### src/rtl/key_loader.sv
// Assembles a KEY_W key from a WORD_W word stream, presents it with a one-cycle load strobe, then zeroizes.
// Optional feature: define KEY_LOADER_TIMEOUT_EN to abort a frame after TIMEOUT_CYCLES idle cycles in COLLECT.
`timescale 1ns/1ps
module key_loader #(
  parameter int WORD_W         = 32,
  parameter int KEY_W          = 128,
  parameter int TIMEOUT_CYCLES = 1024
) (
  input  logic              clock_i,
  input  logic              reset_n_i,
  input  logic              clear_i,
  input  logic              word_valid_i,
  output logic              word_ready_o,
  input  logic [WORD_W-1:0] word_data_i,
  input  logic              word_last_i,
  output logic [KEY_W-1:0]  key_data_o,
  output logic              key_load_o,
  output logic              busy_o,
  output logic              error_o,
  output logic [1:0]        state_o    // debug: 0 IDLE, 1 COLLECT, 2 COMMIT, 3 ERROR
);

  localparam int N_WORDS = KEY_W / WORD_W;
  localparam int CW      = $clog2(N_WORDS + 1);

  if (KEY_W % WORD_W != 0) begin : g_bad_width
    $error("key_loader: KEY_W must be a multiple of WORD_W");
  end
  if (TIMEOUT_CYCLES < 1) begin : g_bad_timeout
    $error("key_loader: TIMEOUT_CYCLES must be at least 1");
  end

  typedef enum logic [1:0] {
    S_IDLE    = 2'd0,
    S_COLLECT = 2'd1,
    S_COMMIT  = 2'd2,
    S_ERROR   = 2'd3
  } state_t;

  state_t             state_q, state_d;
  logic               armed_q;
  logic [KEY_W-1:0]   shadow_q, shadow_d, shadow_ins;
  logic [CW-1:0]      count_q, count_d;
  logic               error_q, error_d;
  logic               accept;
  logic               timeout_hit;

  // Handshake: a word transfers on a rising edge where word_valid_i and word_ready_o
  // are both high; ready never depends on valid, and is low only in reset, in the
  // first cycle after reset release, and in the COMMIT cycle.
  assign accept = word_valid_i & word_ready_o;

`ifdef KEY_LOADER_TIMEOUT_EN
  localparam int TW = $clog2(TIMEOUT_CYCLES + 1);
  logic [TW-1:0] idle_cnt_q;

  always_ff @(posedge clock_i or negedge reset_n_i) begin
    if (!reset_n_i) begin
      idle_cnt_q <= '0;
    end else if (clear_i || (state_q != S_COLLECT) || accept || timeout_hit) begin
      idle_cnt_q <= '0;
    end else begin
      idle_cnt_q <= idle_cnt_q + TW'(1);
    end
  end

  assign timeout_hit = (state_q == S_COLLECT) && !accept &&
                       (idle_cnt_q == TW'(TIMEOUT_CYCLES - 1));
`else
  assign timeout_hit = 1'b0;
`endif

  // Drop the incoming word into its MSW-first slot.
  always_comb begin
    shadow_ins = shadow_q;
    for (int k = 0; k < N_WORDS; k++) begin
      if (count_q == CW'(k)) begin
        shadow_ins[KEY_W-1-k*WORD_W -: WORD_W] = word_data_i;
      end
    end
  end

  always_ff @(posedge clock_i or negedge reset_n_i) begin
    if (!reset_n_i) begin
      state_q  <= S_IDLE;
      armed_q  <= 1'b0;
      shadow_q <= '0;
      count_q  <= '0;
      error_q  <= 1'b0;
    end else begin
      state_q  <= state_d;
      armed_q  <= 1'b1;
      shadow_q <= shadow_d;
      count_q  <= count_d;
      error_q  <= error_d;
    end
  end

  always_comb begin
    state_d  = state_q;
    shadow_d = shadow_q;
    count_d  = count_q;
    error_d  = error_q;
    if (clear_i) begin
      state_d  = S_IDLE;
      shadow_d = '0;
      count_d  = '0;
      error_d  = 1'b0;
    end else begin
      case (state_q)
        S_IDLE, S_COLLECT: begin
          if (accept) begin
            if (count_q == CW'(N_WORDS - 1)) begin
              if (word_last_i) begin
                state_d  = S_COMMIT;
                shadow_d = shadow_ins;
                count_d  = count_q + CW'(1);
              end else begin
                // Frame overran: discard the rest up to the next last flag.
                state_d  = S_ERROR;
                shadow_d = '0;
                count_d  = '0;
                error_d  = 1'b1;
              end
            end else if (word_last_i) begin
              state_d  = S_IDLE;
              shadow_d = '0;
              count_d  = '0;
              error_d  = 1'b1;
            end else begin
              state_d  = S_COLLECT;
              shadow_d = shadow_ins;
              count_d  = count_q + CW'(1);
            end
          end else if (timeout_hit) begin
            state_d  = S_IDLE;
            shadow_d = '0;
            count_d  = '0;
            error_d  = 1'b1;
          end
        end
        S_COMMIT: begin
          state_d  = S_IDLE;
          shadow_d = '0;
          count_d  = '0;
          error_d  = 1'b0;
        end
        S_ERROR: begin
          error_d = 1'b1;
          if (accept && word_last_i) begin
            state_d = S_IDLE;
          end
        end
        default: begin
          state_d  = S_IDLE;
          shadow_d = '0;
          count_d  = '0;
        end
      endcase
    end
  end

  // The key leaves the block only during an unaborted COMMIT cycle.
  always_comb begin
    word_ready_o = armed_q && (state_q != S_COMMIT);
    key_load_o   = (state_q == S_COMMIT) && !clear_i;
    key_data_o   = key_load_o ? shadow_q : '0;
    busy_o       = (state_q != S_IDLE);
    error_o      = error_q;
    state_o      = state_q;
  end

  a_key_hidden: assert property (@(posedge clock_i) disable iff (!reset_n_i)
    !key_load_o |-> (key_data_o == '0));
  a_commit_once: assert property (@(posedge clock_i) disable iff (!reset_n_i)
    (state_q == S_COMMIT) |=> (state_q == S_IDLE));

endmodule
### config.mk
export PLATFORM = sky130hd
export DESIGN_NAME = key_loader
export DESIGN_NICKNAME = d
export VERILOG_FILES = /design/src/rtl/key_loader.sv
export SDC_FILE = /design/constraint.sdc
export NUM_CORES = 1
export LEC_CHECK = 0
export ABC_AREA = 1
export BUFFER_PORTS_ARGS = -buffer_cell sky130_fd_sc_hd__buf_4
export CAP_MARGIN = 5
export CORE_MARGIN = 3
export CORE_UTILIZATION = 45
export DETAILED_ROUTE_END_ITERATION = 7
export GPL_ROUTABILITY_DRIVEN = 0
export HOLD_SLACK_MARGIN = 0.03
export PLACE_DENSITY = 0.72
export SYNTH_ARGS = -nofsm -noshare
export SYNTH_HDL_FRONTEND = slang
export SYNTH_SLANG_ARGS = --single-unit
### constraint.sdc
create_clock -name clock_i -period 2.4 [get_ports clock_i]
set_input_delay 0.48 -clock clock_i [delete_from_list [all_inputs] [get_ports clock_i]]
set_output_delay 0.48 -clock clock_i [all_outputs]
set_load 0.03 [all_outputs]
==> flow_metrics.py <==
metrics = {
    "worst_hold_path": {
        "hold_path.class": "in2async",
    },
    "cells_and_area": {
        "fin_nets": 1346,
        "drive_above_1_share": 0.182,
        "areaGrowthSynthToFinish_pct": 28.4,
        "fillers": 1563,
        "multi_input_area_mm2": 0.00309,
        "n_antenna_cell": 0,
        "postLayoutCellArea_mm2": 0.00988,
        "final_util": 0.594,
        "register_area_mm2": 0.00338,
    },
    "worst_setup_path": {
        "cp-end-kind": "output pin",
        "critPathTopFamily": "buffers and inverters",
        "start_kind": "flip-flop",
        "arrival_ps": 1830,
        "crit_path_max_incr_delay_ps": 440,
        "crit_type": "reg2out",
        "cp.buffers_inverters": 4,
        "crit_slowest_cell": "dfrtp_2",
        "cp_max_fo": 74,
        "crit_required_ps": 1920,
        "path_cells": "inv_2 > nand2_1 > nor2_4 > inv_4 > buf_12 > nor2_1 > buf_4",
    },
    "timing": {
        "drv_slew": 0,
        "hold_violations": 0,
        "finalCriticalPeriod_ps": 2310,
        "setup_viol": 0,
        "rsz0062_at_grt": "false",
        "setup_slack_ps": 91.5,
        "slew_headroom": 0.613,
        "timing.final.crit_share": 0.962,
        "fmax_mhz": 433,
        "finClkSkew_ps": 6.36,
        "fin_tns_setup_ps": 0,
        "worst_slew_pin_slew_ps": 580,
    },
    "floorplan": {
        "die_area_mm2": 0.0187,
        "dieHeight_um": 137,
        "core_area_mm2": 0.0166,
        "die_w_um": 137,
        "rows": 47,
        "initial_core_util": 0.462,
        "ios": 171,
    },
    "run": {
        "cap_viol_max_count": 0,
    },
    "synthesis": {
        "ys_seq_area_frac": 0.439,
        "syn_inst": 1167,
        "ys_warn_count": 0,
        "ys_types": 21,
        "synth-seq-cells": 135,
        "syn_area_mm2": 0.00769,
        "avgSynthCellArea_um2": 6.59,
        "syn_nets": 1210,
    },
    "cts": {
        "root_buffer": "clkbuf_16",
        "clock_latency_ps": 420,
        "ctsHoldBuffers": 0,
        "clock-sinks": 135,
        "clk_pin_slew_ps": 60,
        "htreeDepth": 4,
        "cts.path.max_buffers": 2,
        "cts_tree": "done",
        "cts_made_buffers": 17,
    },
    "run_status": {
        "outcome": "completed",
    },
    "power": {
        "power.leakage_nw": 5.68,
        "p_total_mw": 5.93,
        "peakVddDrop_uv": 459,
        "pwr_density_cell_mw_per_mm2": 600,
    },
    "placement": {
        "postPlaceCellArea_mm2": 0.00922,
        "dp_hpwl_um": 15100,
        "post-place-ws_ps": 489,
        "io_buffers": 170,
    },
    "drt": {
        "first_pass_iters": 5,
        "drt_iter0_drc": 505,
        "postRouteAntennaNets": 0,
        "wire_per_inst_um": 14.3,
        "vias": 7424,
        "viasPerCell": 4.83,
        "wirelength_um": 22000,
        "remaining_drc_errors": 0,
    },
    "grt": {
        "overflow": 0,
        "grt_pass1_wl_um": 34900,
        "grt_pass1_vias": 6807,
        "grt_max_degree": 75,
        "antenna_found_initial": 0,
        "grt_use_total": 0.236,
    },
}
==> what timing repair did <==
action / CTS / global route
gates resized for setup: 0 / 6
setup endpoints to repair: 0 / 26
buffers inserted: 0 / 0
==> cells by family after synthesis <==
family                   after synthesis  share of synthesized area
AND/OR/NAND/NOR                      543                      0.279
AO/OA/AOI/OAI                        164                      0.107
adder cells (fa/ha/maj)                6                    0.00976
other                                  1                   0.000487
buffers and inverters                317                      0.163
flip-flops                           135                      0.439
XOR/XNOR                               1                    0.00211
==> through the flow <==
step | std cells | hold slack [ps]
after global routing | 1536 | 78.9
final | 1536 | 43.3
after detailed placement | 1504 | 484
after CTS | 1536 | 55.7
after global placement | 1504 | 476
after floorplan | 1167 | 184
==> synth_stat cells <==
master	instances	area share
inv_1	238	0.12
inv_2	2	0.00098
o21ai_0	125	0.081
buf_6	1	0.0015
nor2_1	232	0.11
buf_2	41	0.027
clkbuf_1	31	0.015
buf_4	1	0.00098
nor2_4	2	0.0029
nand3_1	65	0.042
xnor2_2	1	0.0021
buf_1	3	0.0015
a21oi_1	32	0.021
conb_1	1	0.00049
nand4_1	3	0.0024
nand2_2	2	0.0016
dfrtp_1	135	0.44
ha_1	6	0.0098
o21ai_1	7	0.0046
nand2_1	238	0.12
nor3_1	1	0.00065
==> per-layer routing <==
layer	up-vias	track usage	part of all wire
li1	3719	-	-
met1	3430	0.342	0.46
met2	232	0.352	0.45
met3	43	0.0390	0.063
met4	0	0.0969	0.027
met5	-	0	0
==> worst paths after layout <==
kind,slack [ps],start,cells past startpoint,endpoint
worst min-delay path,40,reset_n_i,1,shadow_q[107]$_DFFE_PN0P_
worst max register to register,440,count_q[0]$_DFFE_PN0P_,8,shadow_q[120]$_DFFE_PN0P_
max in group asynchronous,1700,reset_n_i,2,shadow_q[58]$_DFFE_PN0P_
worst max-delay path,90,state_o[0]$_DFFE_PN0P_,7,key_data_o[113]
worst min register to register,490,count_q[2]$_DFFE_PN0P_,2,count_q[2]$_DFFE_PN0P_
min in group clock_i,350,word_valid_i,3,state_o[1]$_DFFE_PN0P_
==> state kept, by name, indices dropped and copies added (netlist names) <==
register,flops
armed_q,1
count_q,3
error_o,1
shadow_q,128
state_o,2
==> layout make-up <==
type | count | area share
clock inverters | 13 | 0.0205
multi-input cells | 715 | 0.313
repair buffers | 194 | 0.160
clock buffers | 19 | 0.0448
flip-flops and latches | 135 | 0.342
inverters | 240 | 0.0915
well taps | 220 | 0.0279
==> cells in the final DEF, fill, tap and decap left out <==
cell type | synthesis | layout
ha_1 | 6 | 6
xnor2_2 | 1 | 1
buf_12 | 0 | 10
inv_2 | 2 | 2
dfrtp_1 | 135 | 134
buf_6 | 1 | 1
conb_1 | 1 | 1
nand4_1 | 3 | 3
clkinv_2 | 0 | 4
nor2_2 | 0 | 5
nand2_4 | 0 | 1
dfrtp_2 | 0 | 1
o21ai_1 | 7 | 7
clkinvlp_4 | 0 | 2
clkbuf_16 | 0 | 17
clkinv_4 | 0 | 2
clkbuf_1 | 31 | 1
clkbuf_8 | 0 | 1
nand3_1 | 65 | 65
a21oi_1 | 32 | 32
o21ai_0 | 125 | 125
nand2_2 | 2 | 1
bufinv_16 | 0 | 5
inv_1 | 238 | 237
nand2_1 | 238 | 238
nor2_4 | 2 | 3
nor2_1 | 232 | 226
nor3_1 | 1 | 1
buf_4 | 1 | 183
inv_4 | 0 | 1
==> report_power, final <==
part | switching [mW] | internal, mW | total, mW | leakage [nW]
Sequential | 0.0290 | 2.38 | 2.41 | 1.83
Clock | 0.997 | 1.87 | 2.86 | 0.313
Combinational | 0.455 | 0.202 | 0.657 | 3.54
Power figures use the tool's default switching activity.
